<file path="src/rtl/diff_scan.sv">
// diff_scan: locates the lowest bit where rs and rt differ by scanning
// x = rs ^ rt one bit per clock, and reports it as a one-hot vector.
//
// Ports:
//   clk     - clock, all state updates on the rising edge
//   rst     - asynchronous active-low reset
//   start   - begin a scan (accepted only in IDLE and only when flush=0)
//   flush   - abort an in-progress scan (no done pulse, clears results)
//   rs, rt  - operands, latched as rs^rt when a start is accepted
//   busy    - high while scanning
//   done    - single-cycle completion pulse
//   onehot  - lowest differing bit as one-hot, zero when the operands are equal
//   found   - high when onehot is non-zero
//
// Build option: DIFF_SCAN_ZERO_SKIP_EN -- when defined, equal operands go
// straight to DONE at the accepting edge instead of scanning all WIDTH bits.
module diff_scan #(
  parameter int WIDTH = 32
) (
  input  logic             clk,
  input  logic             rst,
  input  logic             start,
  input  logic             flush,
  input  logic [WIDTH-1:0] rs,
  input  logic [WIDTH-1:0] rt,
  output logic             busy,
  output logic             done,
  output logic [WIDTH-1:0] onehot,
  output logic             found
);

  localparam int CW = $clog2(WIDTH);

  typedef enum logic [1:0] {IDLE, SCAN, DONE} state_t;

  state_t           state, state_nxt;
  logic [WIDTH-1:0] x;
  logic [CW-1:0]    cnt;
  logic             accept, hit, last, skip;

  always_comb begin
    state_nxt = state;
    accept    = (state == IDLE) && start && !flush;
    hit       = x[cnt];
    last      = (cnt == CW'(WIDTH-1));
`ifdef DIFF_SCAN_ZERO_SKIP_EN
    skip      = ((rs ^ rt) == '0);
`else
    skip      = 1'b0;
`endif
    case (state)
      IDLE: if (accept) state_nxt = skip ? DONE : SCAN;
      // flush wins over completion even on the final bit
      SCAN: if (flush) state_nxt = IDLE;
            else if (hit || last) state_nxt = DONE;
      DONE: state_nxt = IDLE;
      default: state_nxt = IDLE;
    endcase
  end

  always_ff @(posedge clk or negedge rst) begin
    if (!rst) state <= IDLE;
    else      state <= state_nxt;
  end

  // Datapath. onehot/found are only written on accept, hit or flush, so
  // they hold through DONE and IDLE until the next accepted start.
  always_ff @(posedge clk or negedge rst) begin
    if (!rst) begin
      x      <= '0;
      cnt    <= '0;
      onehot <= '0;
      found  <= 1'b0;
    end else if (accept) begin
      x      <= rs ^ rt;
      cnt    <= '0;
      onehot <= '0;
      found  <= 1'b0;
    end else if (state == SCAN) begin
      if (flush) begin
        onehot <= '0;
        found  <= 1'b0;
      end else if (hit) begin
        onehot <= WIDTH'(1) << cnt;
        found  <= 1'b1;
      end else if (!last) begin
        // terminal bit checked first so cnt never wraps
        cnt <= cnt + 1'b1;
      end
    end
  end

  assign busy = (state == SCAN);
  assign done = (state == DONE);

endmodule

</file>
<file path="config.mk">
export PLATFORM = sky130hd
export DESIGN_NAME = diff_scan
export DESIGN_NICKNAME = d
export VERILOG_FILES = /design/src/rtl/diff_scan.sv
export SDC_FILE = /design/constraint.sdc
export NUM_CORES = 1
export LEC_CHECK = 0
export CAP_MARGIN = 20
export CORE_UTILIZATION = 43
export DETAILED_ROUTE_END_ITERATION = 8
export HOLD_SLACK_MARGIN = 0.06
export PLACE_DENSITY_LB_ADDON = 0.12
export SKIP_CTS_REPAIR_TIMING = 1
export SLEW_MARGIN = 40
export SYNTH_ARGS = -nofsm -noshare
export SYNTH_HDL_FRONTEND = slang
export SYNTH_SLANG_ARGS = --single-unit
export TNS_END_PERCENT = 5
</file>
<file path="constraint.sdc">
create_clock -name clk -period 2 [get_ports clk]
set_clock_uncertainty 0.15 [all_clocks]
set_input_delay 0.4 -clock clk [delete_from_list [all_inputs] [get_ports clk]]
set_output_delay 0.4 -clock clk [all_outputs]
set_load 0.02 [all_outputs]
</file>
# --- After elaboration in Yosys (flattened, before gate mapping) ---
# Index checks and enable logic that the tools add are counted.
totals:
  ff_bits: 72
  in_bits: 68
  output_inout_bits: 35
classes:
  n_addsub: 1
  magnitude_cmp: 1
  eq_ne: 8
  shifts: 1
  mux: 19
  bitwise_logic: 1
  n_reduce_logical: 10
ops:
  columns: ["cell", "count"]
  rows:
  - ["2-to-1 mux 32 bit", 4]
  - ["<< shifter 1 x 5 -> 32 bit (first input constant)", 1]
  - ["XOR 32 bit", 1]
  - ["2-to-1 mux 5 bit", 5]
  - ["less-than comparator 5 x 6 -> 1 bit (second input constant)", 1]
  - ["2-to-1 mux 2 bit", 3]
  - ["inequality test 2 bit (second input constant)", 3]
  - ["adder 5 x 1 -> 5 bit (second input constant)", 1]
  - ["binary-select mux 1 bit (select 5 bit)", 1]
  - ["== test 5 bit (second input constant)", 1]
  - ["2-to-1 mux 1 bit", 5]
  - ["case mux 2 bit (2 select lines)", 1]
  - ["AND reduction 2 bit", 2]
  - ["AND reduction 4 bit", 1]
  - ["inequality test 3 x 2 -> 1 bit (second input constant)", 1]
  - ["nonzero test 3 bit", 1]
  - ["== test 2 x 1 -> 1 bit (second input constant)", 1]
  - ["== test 2 bit (second input constant)", 1]
  - ["logical AND 1 bit", 2]
  - ["logical NOT 2 bit", 1]
  - ["inequality test 2 x 1 -> 1 bit (second input constant)", 1]
  - ["nonzero test 2 bit", 1]
  - ["logical NOT 1 bit", 1]
  - ["logical OR 1 bit", 1]

# --- Logic depth before layout (Yosys ltp) ---
logic_depth:
  word_depth: 6
  mapped_depth: 9
  ltp_nobuf: 7

# --- Least setup slack after synthesis ---
# Ideal clock, no wire load.
synth_timing:
  path_type: "register to register"
  from: "reg cnt[1]"
  to: "reg cnt[1]"
  setup_ps: 128
  arrival_ps: 1874
  t_required_ps: 1722
  setup_slack_ps: -152
  stages_incl_launch_ff: 8
  cell_sequence: "dfrtp_1 ha_1 and3_1 ha_1 nor2b_1 a32o_1 o21ai_4 mux2_1"
synth_between:
  elab_chain_cells: 6
  elab_cells_between_ends: 12
  classes_between: "add/sub (1); eq/ne (3); mux (7); reduce/logical (1)"
synth_lines:
  columns: ["item", "line", "source"]
  rows:
  - ["start: declaration", "38", "logic [CW-1:0] cnt;"]
  - ["start signal: assignment", "88", "cnt <= cnt + 1'b1;"]
  - ["adder 5 x 1 -> 5 bit", "88", null]
  - ["2-to-1 mux 5 bit", "86", "end else if (!last) begin"]
  - ["2-to-1 mux 5 bit", "83", "end else if (hit) begin"]
  - ["2-to-1 mux 5 bit", "80", "if (flush) begin"]
  - ["2-to-1 mux 5 bit", "79", "end else if (state == SCAN) begin"]
  - ["2-to-1 mux 5 bit", "74", "end else if (accept) begin"]
# Parallel ways exist; a longest one is shown, timed or not. The select of a mux whose other input is x is not followed.
# A chain may end at the register's enable or synchronous reset.

# --- Worst setup path after layout ---
layout_timing:
  from: "reg cnt[0]"
  to: "reg cnt[3]"
# The elaborated chain is that of the path after synthesis.

==> flow_metrics.tcl <==
set metrics [dict create \
    layout_common_cells "99 x clkdlybuf4s50_1, 70 x dfrtp_1, 40 x nor2_1" \
    yosysWarnings 0 \
    use_met2_pct 33.5 \
    fin_util_pct 65.3 \
    synth-seq-cells 72 \
    p_comb_share_pct 24.9 \
    clkTransAtPathRegs_ns 0.08 \
    cts_max_path_buffers 2 \
    finalWirelength_um 7950 \
    port_buffers 102 \
    wire_per_inst_um 14.2 \
    endpoint_kind "flop" \
    final_common_cell "clkdlybuf4s50_1" \
    stdcell_count 558 \
    peakVddDrop_uv 318 \
    hp-class "input port to async pin" \
    clk_latency_ns 0.35 \
    grt_max_degree 65 \
    root_buffer "clkbuf_8" \
    grt_pass1_vias 2893 \
    rows 32 \
    tightestPinTransition_ns 0.373 \
    die_y_um 92.7 \
    postRouteAntennaNets 0 \
    crit_path_start_kind "flop" \
    leakagePower_nw 2.16 \
    nNetsFinal 526 \
    grtUsageMet1_pct 26.0 \
    crit_arrival_ns 2.34 \
    p_int_w 0.00271 \
    htreeDepth 3 \
    placedCellCount 541 \
    overflow 0 \
    powerDensity_nw_per_um2 744 \
    grt_util_met3_pct 5.25 \
    p_seq_share_pct 45.2 \
    period_share_pct 111 \
    rsz0062_at_grt "true" \
    grtUsageTotal_pct 20.4 \
    grt_pass1_wl_um 13500 \
    routed_via_density 5.07 \
    clock_sinks 72 \
    vias 2831 \
    required_ns 2.12 \
    fillers 651 \
    maxSlewHeadroom_pct 75.1 \
    syn-cell-area_um2 3540 \
    drcViolationCount 0 \
    drv_cap 0 \
    avgSynthCellArea_um2 11.1 \
    power.switching_w 0.00110 \
    first_pass_iters 4 \
    post-route-min-period_ns 2.22 \
    synth_cell_types 38 \
    syn_nets 394 \
    violations "negative setup slack" \
    hold_viol_final 0 \
    antenna_cells 0 \
    drive_above_1_share_pct 16.0 \
    design.die.area_um2 8600 \
    initialDrtViolationCount 109 \
    finalSetupViolations 39 \
    switching_share_pct 28.8 \
    ios 103 \
    antenna_found_initial 0 \
    syn_inst 319 \
    die_w_um 92.7 \
    drv_slew 0 \
    core-area_um2 7850 \
    clkPwrFrac_pct 29.9 \
    busiest_layer "met2" \
    numCtsBuffers 9 \
    yosysSeqAreaShare_pct 50.9 \
    gp_routability_congestion 0.830 \
    critPathMaxFanout 13 \
    start_util_pct 45.1 \
    setup_ws_ns -0.223 \
    fmax_ghz 0.450 \
    dp_hpwl_um 5990 \
    flow.area_growth_from_synthesis_pct 44.7 \
    status "finished with violations" \
    cts_tree "done" \
    path_class "flop to flop" \
]
## metal layers
layer / vias to the layer above / wire, µm
met1: 1346 / 3530
met3: 7 / 320
met5: - / 0
met4: 0 / 103
li1: 1405 / -
met2: 73 / 4000
## power by group through the flow
stage / logic [W] / clock network [W] / registers [W]
finish: 0.000951 / 0.00114 / 0.00172
detailed placement: 0.000938 / 0 / 0.00175
global route: 0.00106 / 0.00124 / 0.00175
floorplan: 0.000548 / 0 / 0.00174
global placement: 0.000918 / 0 / 0.00175
CTS: 0.000942 / 0.00116 / 0.00172
## cell usage after synthesis, drive strengths merged
| library cell | n | area share (%) |
|---|---|---|
| clkbuf | 6 | 1.2 |
| nand2 | 18 | 1.9 |
| o211ai | 1 | 0.21 |
| ha | 7 | 2.5 |
| nand3 | 8 | 1.3 |
| xnor2 | 32 | 7.9 |
| mux2 | 2 | 0.64 |
| or2 | 1 | 0.18 |
| a32o | 10 | 2.8 |
| mux2i | 19 | 5.4 |
| nand4b | 1 | 0.25 |
| nor4 | 1 | 0.18 |
| o2bb2ai | 24 | 5.9 |
| dfrtp | 72 | 51 |
| clkinv | 1 | 0.11 |
| a22oi | 4 | 0.85 |
| inv | 4 | 0.42 |
| o21ai | 3 | 1.1 |
| or2b | 1 | 0.25 |
| nor2 | 42 | 4.5 |
| a21o | 1 | 0.21 |
| nor3 | 3 | 0.42 |
| and3 | 2 | 0.35 |
| and2b | 2 | 0.46 |
| nand4 | 5 | 1.4 |
| a21oi | 35 | 4.9 |
| buf | 10 | 2.5 |
| o2111ai | 1 | 0.74 |
| nor2b | 3 | 0.53 |
## registers in the layout (all words and copies together) (netlist names)
name	flops
x	32
found	1
cnt	5
state	2
onehot	32
## through the flow
step | power, W | setup slack [ns] | hold WS (ns) | cell area [µm²] | setup TNS, ns
CTS | 0.00383 | -0.308 | -0.241 | 5070 | -5.78
detailed placement | 0.00269 | -0.214 | 0.140 | 4870 | -5.03
finish | 0.00381 | -0.223 | 0.311 | 5120 | -3.88
global placement | 0.00267 | -0.184 | 0.141 | 4870 | -4.68
floorplan | 0.00228 | -0.135 | -0.0456 | 3540 | -0.932
global route | 0.00404 | -0.328 | 0.309 | 5120 | -8.30
## critical path, stage by stage, from the launching register on
cell,delay [ns]
dfrtp_2,0.45
buf_12,0.16
mux2i_1,0.12
a22oi_1,0.19
nand3_2,0.14
a32o_2,0.32
buf_4,0.15
o211ai_1,0.22
mux2i_1,0.23
## cell families after synthesis
family	Yosys count	share of synthesized area, %
adder cells (fa/ha/maj)	7	2.47
flip-flops	72	50.9
AND/OR/NAND/NOR	87	11.7
XOR/XNOR	32	7.92
buffers and inverters	21	4.20
AO/OA/AOI/OAI	79	16.8
multiplexers	21	6.01
## worst paths after layout
check / from / slack (ns) / end / cells after the start
max reg2reg: cnt[0] / -0.22 / cnt[3] / 8
min: rst / 0.31 / onehot[29] / 2
max: cnt[0] / -0.22 / cnt[3] / 8
min reg2reg: onehot[24] / 0.34 / onehot[24] / 1
min in group clk: onehot[24] / 0.34 / onehot[24] / 1
max in group asynchronous: rst / 0.82 / x[1] / 3
## layout make-up
cell class	count	area [µm²]	share of cell area [%]
Timing Repair Buffer	137	1350	26.3
Multi-Input combinational cell	226	1630	31.8
Tap cell	102	128	2.49
Clock buffer	10	138	2.69
Inverter	5	18.8	0.366
Sequential cell	72	1800	35.2
Clock inverter	6	58.8	1.15
(Power assumes the default switching activity.)
